File: src/rtl/contour_reader.sv
// contour_reader
//   Raster-scans the edge BRAM (WIDTH*HEIGHT words, one address per cycle)
//   after the contour tracer has finished. It streams out the (x,y) of every
//   word equal to MATCH_CODE in raster order on a valid/ready interface, and
//   it reports the pixel count and the bounding box of those pixels.
//
//   Ports
//     clk, rst_n        clock, synchronous active-low reset
//     start             1-cycle pulse that begins a scan; ignored while busy
//     bram_read         BRAM data, READ_LAT cycles after edge_addr_read
//     edge_addr_read    BRAM read address
//     pix_x/pix_y       head of the output FIFO, qualified by pix_valid
//     pix_ready         downstream accept
//     busy              scan or drain in progress
//     done              level; scan finished and FIFO drained; cleared by start
//     num_pixels        matches found in the last or current scan
//     empty             with done: no match was found
//     min_/max_x/y      bounding box (0 while no pixel has been found)
//
//   state | meaning
//   IDLE  | after reset, waiting for start
//   SCAN  | issuing one BRAM address per cycle while credit allows
//   DRAIN | all addresses issued, waiting for reads and FIFO to empty
//   DONE  | results held, waiting for the next start
module contour_reader #(
  parameter int         WIDTH      = 640,
  parameter int         HEIGHT     = 480,
  parameter logic [2:0] MATCH_CODE = 3'b001,
  parameter int         READ_LAT   = 2,
  parameter int         FIFO_DEPTH = 4
) (
  input  logic        clk,
  input  logic        rst_n,
  input  logic        start,
  input  logic [2:0]  bram_read,
  output logic [18:0] edge_addr_read,
  output logic [9:0]  pix_x,
  output logic [8:0]  pix_y,
  output logic        pix_valid,
  input  logic        pix_ready,
  output logic        busy,
  output logic        done,
  output logic [18:0] num_pixels,
  output logic        empty,
  output logic [9:0]  min_x,
  output logic [9:0]  max_x,
  output logic [8:0]  min_y,
  output logic [8:0]  max_y
);

  localparam int PW = $clog2(FIFO_DEPTH);
  localparam int CW = PW + 1;   // FIFO occupancy 0..FIFO_DEPTH
  localparam int UW = CW + 1;   // occupancy plus reads in flight
  localparam logic [18:0] LAST_ADDR = 19'(WIDTH * HEIGHT - 1);
  localparam logic [9:0]  X_LAST    = 10'(WIDTH - 1);

  typedef enum logic [1:0] {S_IDLE, S_SCAN, S_DRAIN, S_DONE} state_t;
  state_t state_q, state_d;

  logic [18:0] addr_q;
  logic [9:0]  x_q;
  logic [8:0]  y_q;

  logic        tag_v_q [READ_LAT];
  logic [9:0]  tag_x_q [READ_LAT];
  logic [8:0]  tag_y_q [READ_LAT];

  logic [18:0]   fifo_q [FIFO_DEPTH];
  logic [PW-1:0] wr_ptr_q, rd_ptr_q;
  logic [CW-1:0] count_q;

  logic [18:0] num_q;
  logic [9:0]  min_x_q, max_x_q;
  logic [8:0]  min_y_q, max_y_q;

  logic [UW-1:0] in_flight;
  logic start_ok, credit_ok, issue, last_addr, push, pop;

  always_comb begin
    in_flight = '0;
    for (int i = 0; i < READ_LAT; i++) in_flight = in_flight + UW'(tag_v_q[i]);
  end

  // Counting every in-flight read (even one returning this cycle) against
  // the FIFO space means the FIFO can never be pushed when full.
  assign credit_ok = ({1'b0, count_q} + in_flight) < UW'(FIFO_DEPTH);
  assign start_ok  = start && (state_q == S_IDLE || state_q == S_DONE);
  assign issue     = (state_q == S_SCAN) && credit_ok;
  assign last_addr = (addr_q == LAST_ADDR);
  assign push      = tag_v_q[READ_LAT-1] && (bram_read == MATCH_CODE);
  assign pop       = (count_q != '0) && pix_ready;

  // FSM: state register
  always_ff @(posedge clk) begin
    if (!rst_n) state_q <= S_IDLE;
    else        state_q <= state_d;
  end

  // FSM: next state
  always_comb begin
    state_d = state_q;
    case (state_q)
      S_IDLE, S_DONE: if (start) state_d = S_SCAN;
      S_SCAN:         if (issue && last_addr) state_d = S_DRAIN;
      S_DRAIN:        if (in_flight == '0 && count_q == '0) state_d = S_DONE;
      default:        state_d = S_IDLE;
    endcase
  end

  // FSM: outputs
  always_comb begin
    busy  = 1'b0;
    done  = 1'b0;
    empty = 1'b0;
    case (state_q)
      S_SCAN, S_DRAIN: busy = 1'b1;
      S_DONE: begin
        done  = 1'b1;
        empty = (num_q == '0);
      end
      default: ;
    endcase
  end

  // Address generator; the address holds on the last word after it is issued.
  always_ff @(posedge clk) begin
    if (!rst_n) begin
      addr_q <= '0;
      x_q    <= '0;
      y_q    <= '0;
    end else if (start_ok) begin
      addr_q <= '0;
      x_q    <= '0;
      y_q    <= '0;
    end else if (issue && !last_addr) begin
      addr_q <= addr_q + 19'd1;
      if (x_q == X_LAST) begin
        x_q <= '0;
        y_q <= y_q + 9'd1;
      end else begin
        x_q <= x_q + 10'd1;
      end
    end
  end

  // Tag pipeline: the last stage lines up with bram_read for the same address.
  always_ff @(posedge clk) begin
    if (!rst_n) begin
      for (int i = 0; i < READ_LAT; i++) tag_v_q[i] <= 1'b0;
    end else begin
      tag_v_q[0] <= issue;
      for (int i = 1; i < READ_LAT; i++) tag_v_q[i] <= tag_v_q[i-1];
    end
  end

  always_ff @(posedge clk) begin
    tag_x_q[0] <= x_q;
    tag_y_q[0] <= y_q;
    for (int i = 1; i < READ_LAT; i++) begin
      tag_x_q[i] <= tag_x_q[i-1];
      tag_y_q[i] <= tag_y_q[i-1];
    end
  end

  // Output FIFO
  always_ff @(posedge clk) begin
    if (push) fifo_q[wr_ptr_q] <= {tag_x_q[READ_LAT-1], tag_y_q[READ_LAT-1]};
  end

  always_ff @(posedge clk) begin
    if (!rst_n) begin
      wr_ptr_q <= '0;
      rd_ptr_q <= '0;
      count_q  <= '0;
    end else begin
      if (push) wr_ptr_q <= wr_ptr_q + PW'(1);
      if (pop)  rd_ptr_q <= rd_ptr_q + PW'(1);
      case ({push, pop})
        2'b10:   count_q <= count_q + CW'(1);
        2'b01:   count_q <= count_q - CW'(1);
        default: ;
      endcase
    end
  end

  // Count and bounding box; min registers start at their maximum value.
  always_ff @(posedge clk) begin
    if (!rst_n || start_ok) begin
      num_q   <= '0;
      min_x_q <= '1;
      max_x_q <= '0;
      min_y_q <= '1;
      max_y_q <= '0;
    end else if (push) begin
      if (num_q != '1) num_q <= num_q + 19'd1;
      if (tag_x_q[READ_LAT-1] < min_x_q) min_x_q <= tag_x_q[READ_LAT-1];
      if (tag_x_q[READ_LAT-1] > max_x_q) max_x_q <= tag_x_q[READ_LAT-1];
      if (tag_y_q[READ_LAT-1] < min_y_q) min_y_q <= tag_y_q[READ_LAT-1];
      if (tag_y_q[READ_LAT-1] > max_y_q) max_y_q <= tag_y_q[READ_LAT-1];
    end
  end

  assign edge_addr_read = addr_q;
  assign pix_valid      = (count_q != '0);
  assign pix_x          = pix_valid ? fifo_q[rd_ptr_q][18:9] : '0;
  assign pix_y          = pix_valid ? fifo_q[rd_ptr_q][8:0]  : '0;
  assign num_pixels     = num_q;
  // Until a pixel is found the min registers hold their preset, so hide them.
  assign min_x          = (num_q != '0) ? min_x_q : '0;
  assign max_x          = (num_q != '0) ? max_x_q : '0;
  assign min_y          = (num_q != '0) ? min_y_q : '0;
  assign max_y          = (num_q != '0) ? max_y_q : '0;

endmodule

File: config.mk
export PLATFORM = sky130hd
export DESIGN_NAME = contour_reader
export DESIGN_NICKNAME = d
export VERILOG_FILES = /design/src/rtl/contour_reader.sv
export SDC_FILE = /design/constraint.sdc
export NUM_CORES = 1
export LEC_CHECK = 0
export BUFFER_PORTS_ARGS = -buffer_cell sky130_fd_sc_hd__buf_2
export CORE_MARGIN = 3
export CORE_UTILIZATION = 25
export CTS_BUF_LIST = sky130_fd_sc_hd__clkbuf_16
export DETAILED_ROUTE_END_ITERATION = 7
export PLACE_DENSITY = 0.47
export SYNTH_ARGS = -nofsm -noshare
export SYNTH_HDL_FRONTEND = slang
export SYNTH_SLANG_ARGS = --single-unit
File: constraint.sdc
create_clock -name clk -period 2 [get_ports clk]
set_input_delay 0.4 -clock clk [delete_from_list [all_inputs] [get_ports clk]]
set_output_delay 0.4 -clock clk [all_outputs]
set_load 0.01 [all_outputs]
# Yosys cells after proc, flatten, opt, wreduce, memory -nomap -nowiden
# Memory sizes are Yosys's and may differ from the RTL's. A register that Yosys moved wholly into a read port is not among the register bits.
# Index checks and enable logic that the tools add are counted.
# classes
n_lt_le_gt_ge,5
muxes,23
n_reduce_logical,28
n_addsub,10
n_eq_ne,12
bitwise_logic,3
# ops
operator,n
10-bit 2-to-1 mux,4
"19-bit by 1-bit adder with 19-bit output, second input constant",2
9-bit 2-to-1 mux,3
"19-bit == test, second input constant",1
19-bit logical NOT,1
"19-bit != test, second input constant",1
19-bit nonzero test,1
2-bit AND reduction,6
"10-bit by 1-bit adder with 10-bit output, second input constant",1
"10-bit == test, second input constant",1
10-bit > comparator,1
10-bit less-than comparator,1
2-bit 2-to-1 mux,5
"9-bit by 1-bit adder with 9-bit output, second input constant",1
9-bit > comparator,1
9-bit less-than comparator,1
1-bit 2-to-1 mux,9
1-bit logical AND,7
"2-bit == test, second input constant",3
2-bit case mux with 3 select lines,1
3-bit case mux with 2 select lines,1
2-bit OR reduction,3
"2-bit by 1-bit adder with 2-bit output, second input constant",2
3-bit by 2-bit adder with 4-bit output,1
other kinds (18),23
# totals
out_inout_bits,99
regBits,104
ram_bits,116
memories,4
word_cells,97
# mem_list
name,depth,width,read_ports,rd_clocked_by_memory_dff,wr,line_no,source
fifo_q,4,19,1,1,1,68,logic [18:0] fifo_q [FIFO_DEPTH];
tag_x_q,2,10,2,0,2,65,logic [9:0] tag_x_q [READ_LAT];
tag_y_q,2,9,2,0,2,66,logic [8:0] tag_y_q [READ_LAT];
tag_v_q,2,1,2,0,2,64,logic tag_v_q [READ_LAT];

# Logic depth before layout (Yosys ltp)
# An unclocked memory read counts as a cell.
# logic_depth
word_depth,8
depth_mapped,9

# Least setup slack after synthesis
# OpenSTA, ideal clock, no wires.
# synth_path
kind,register to output
from,register num_q[14] (netlist: num_pixels[14])
to,output port max_x[4]
t_required_ns,1.600
setup_slack_ns,-0.213
path_stages_with_launch,6
t_arrival_ns,1.813
cell_sequence,dfxtp_1 > or4_1 > nor3_1 > clkbuf_1 > clkbuf_1 > nor2_1
# synth_between
elab_chain_len,2
# synth_rtl
element,line_no,source
from (decl),72,logic [18:0] num_q;
from (signal assigned),195,if (num_q != '1) num_q <= num_q + 19'd1;
19-bit nonzero test,210,assign max_x = (num_q != '0) ? max_x_q : '0;
10-bit 2-to-1 mux,210,
to (decl),46,"output logic [9:0] max_x,"
# No other way between the ends.

# Worst setup path after layout
# layout_path
from,register num_q[14] (netlist: num_pixels[14])
to,output port max_x[9]
# The elaborated chain is that of the path after synthesis.

==> impl_metrics.ini <==
[status]
outcome = finished, violations left
violations = setup timing

[final_layout]
drive_gt1_frac = 0.381
layout_commonest_cell = dfxtp_1
final_util = 0.368
syn_to_final_growth_pct = 43.7
fin_nets = 1212
final_cell_mix = dfxtp_1 (136), buf_4 (107), nor2_1 (93)
final_area_mm2 = 0.0140
diodes = 0
final_cell_count_no_fill = 1680

[synthesis]
ys_warn_count = 0
synth_flop_cell = dfxtp_1
synth_cell_types = 64
synth-edff-count = 76
synthArstFlopShare = 0
ys_seq_area_frac = 0.535
netlist_instances = 901
synth_fp_nets = 962
synth_seq_cells = 222
avgSynthCellArea_um2 = 10.8
syn_area_mm2 = 0.00973

[sta]
fmax_mhz = 395
maxSlewHeadroom = 0.682
grt_setup_unrepaired = yes
hold_slack_ns = 0.209
fin_worst_skew_ns = 0.0146
worst_pin_slew_ns = 0.476
slew_viol_final = 0
fin_crit_ns = 2.53
fin_crit_sh = 1.26
worst_slack_ns = -0.529
finalSetupTns_ns = -29.41
hold_viol = 0
setup_viol = 95

[power]
leakagePower_nw = 5.69
irDropWorstVdd_uv = 646
powerDensity_mw_per_mm2 = 809
totalPowerFinal_mw = 11.3

[clock_network]
cts_root_buffer = clkbuf_16
cts_buffers = 26
cts_tree = built
clk_pin_slew_ns = 0.06
htree_num_levels = 1
clock_path_buffers = 3
clock_latency_ns = 0.53
holdBufCountCts = 0
clkSinkCount = 222

[die]
initial_core_util = 0.256
ios = 106
dieArea_mm2 = 0.0413
coreArea_mm2 = 0.0380
die_h_um = 203
dieWidth_um = 203
fp-row-count = 71

[global_routing]
grt_pass1_vias = 7691
grt_max_degree = 37
overflow = 0
antenna_found_initial = 0
grt_pass1_wl_um = 42200
grt_use_total = 0.125

[job]
maxCapViolations = 0

[placement]
place.gp.congestion = 0.773
placed_cell_area_mm2 = 0.0119
dpl_worst_slack_ns = -0.266
portBuffers = 105
dp_cells = 1607
place_hpwl_um = 17800

[route]
postRouteWirelength_um = 27100
viasPerCell = 4.54
wl_per_cell_um = 16.1
dr.first_iter.drc_count = 390
drc_errors = 0
drtAntennaViolNets = 0
vias = 7623
first_pass_iters = 6

[critical_path]
worst-r2r-cell-count = 7
end_kind = primary output
cp-startpoint = num_pixels[14]
crit_path_max_fanout = 7
start_kind = flop
critPathRequiredTime_ns = 1.60
critPathKind = flop to primary output
crit_arrival_ns = 2.13
r2r_start = tag_v_q[0][1]

[min_path]
hold_depth = 3
hold_start = start
hp-class = primary input to flop
[synthesized netlist by cell type, types with 17 or more instances]
master	count	area [µm²]
and2_1	30	188
ha_1	53	663
a21oi_1	52	260
edfxtp_1	76	2280
nand2_1	46	173
inv_1	52	195
dfxtp_1	146	2920
nand3_1	34	170
clkbuf_1	28	105
mux4_2	19	428
nor2_1	102	383
xor2_1	17	149
o21ai_0	49	245
[per-layer routing]
layer / vias to the layer above / routed length [µm] / global-route usage / part of all wire
met4: 0 / 625 / 0.0273 / 0.023
li1: 3785 / - / - / -
met2: 122 / 13300 / 0.210 / 0.49
met5: - / 0 / 0 / 0
met3: 35 / 890 / 0.0179 / 0.033
met1: 3681 / 12300 / 0.171 / 0.45
[report_power, final]
part | total [mW] | internal [mW] | switching [mW]
registers | 4.75 | 4.71 | 0.0338
logic | 1.54 | 0.746 | 0.790
clock network | 5.04 | 3.14 | 1.90
[area by class of cell]
type | count | area [µm²]
multi-input combinational | 587 | 4710
tap | 511 | 639
clock buffer | 26 | 651
clock inverter | 20 | 267
timing repair buffer | 261 | 2300
inverter | 53 | 204
sequential | 222 | 5220
fill | 3849 | 24000
[what timing repair did]
| item | CTS | global route |
|---|---|---|
| resized for setup | 82 | 121 |
| endpoints found under the setup margin | 112 | 136 |
| gates cloned | 5 | 7 |
| pin swaps | 59 | 43 |
| buffers inserted | 12 | 6 |
[critical path, cell delays in order (launching register included)]
cell and delay [ns]:
dfxtp_2 0.32, or4_4 0.56, nor3_4 0.16, buf_12 0.18, clkbuf_16 0.17, nor2_1 0.04
buf_2 0.14
[path summary, 6_finish.rpt]
kind / endpoint / slack (ns)
hold reg to reg: tag_x_q[0][10] / 0.32
setup reg to reg: x_q[7] / -0.24
hold / removal: state_q[1] / 0.21
setup / recovery: max_x[9] / -0.53
[state kept, by name, summed over array words and instances, names as in the netlist, 3 cells and up, named ones only]
| register | cells |
|---|---|
| fifo_q | 76 |
| tag_x_q | 20 |
| edge_addr_read | 19 |
| num_pixels | 19 |
| tag_y_q | 18 |
| max_x_q | 10 |
| min_x_q | 10 |
| x_q | 10 |
| max_y_q | 9 |
| min_y_q | 9 |
| y_q | 9 |
| count_q | 3 |
[cells by family (layout without fill, tap and decap cells)]
family / Yosys count / after routing / synth area share
xor gates and xnor gates: 27 / 27 / 0.0243
buffers and inverters: 93 / 360 / 0.0378
and+or+nand+nor: 304 / 304 / 0.163
AOI/OAI and AO/OA: 168 / 169 / 0.111
muxes: 33 / 33 / 0.0584
DFF: 222 / 222 / 0.535
adders and majority gates: 54 / 54 / 0.0702
No activity file was read; power rests on OpenSTA's default activity.
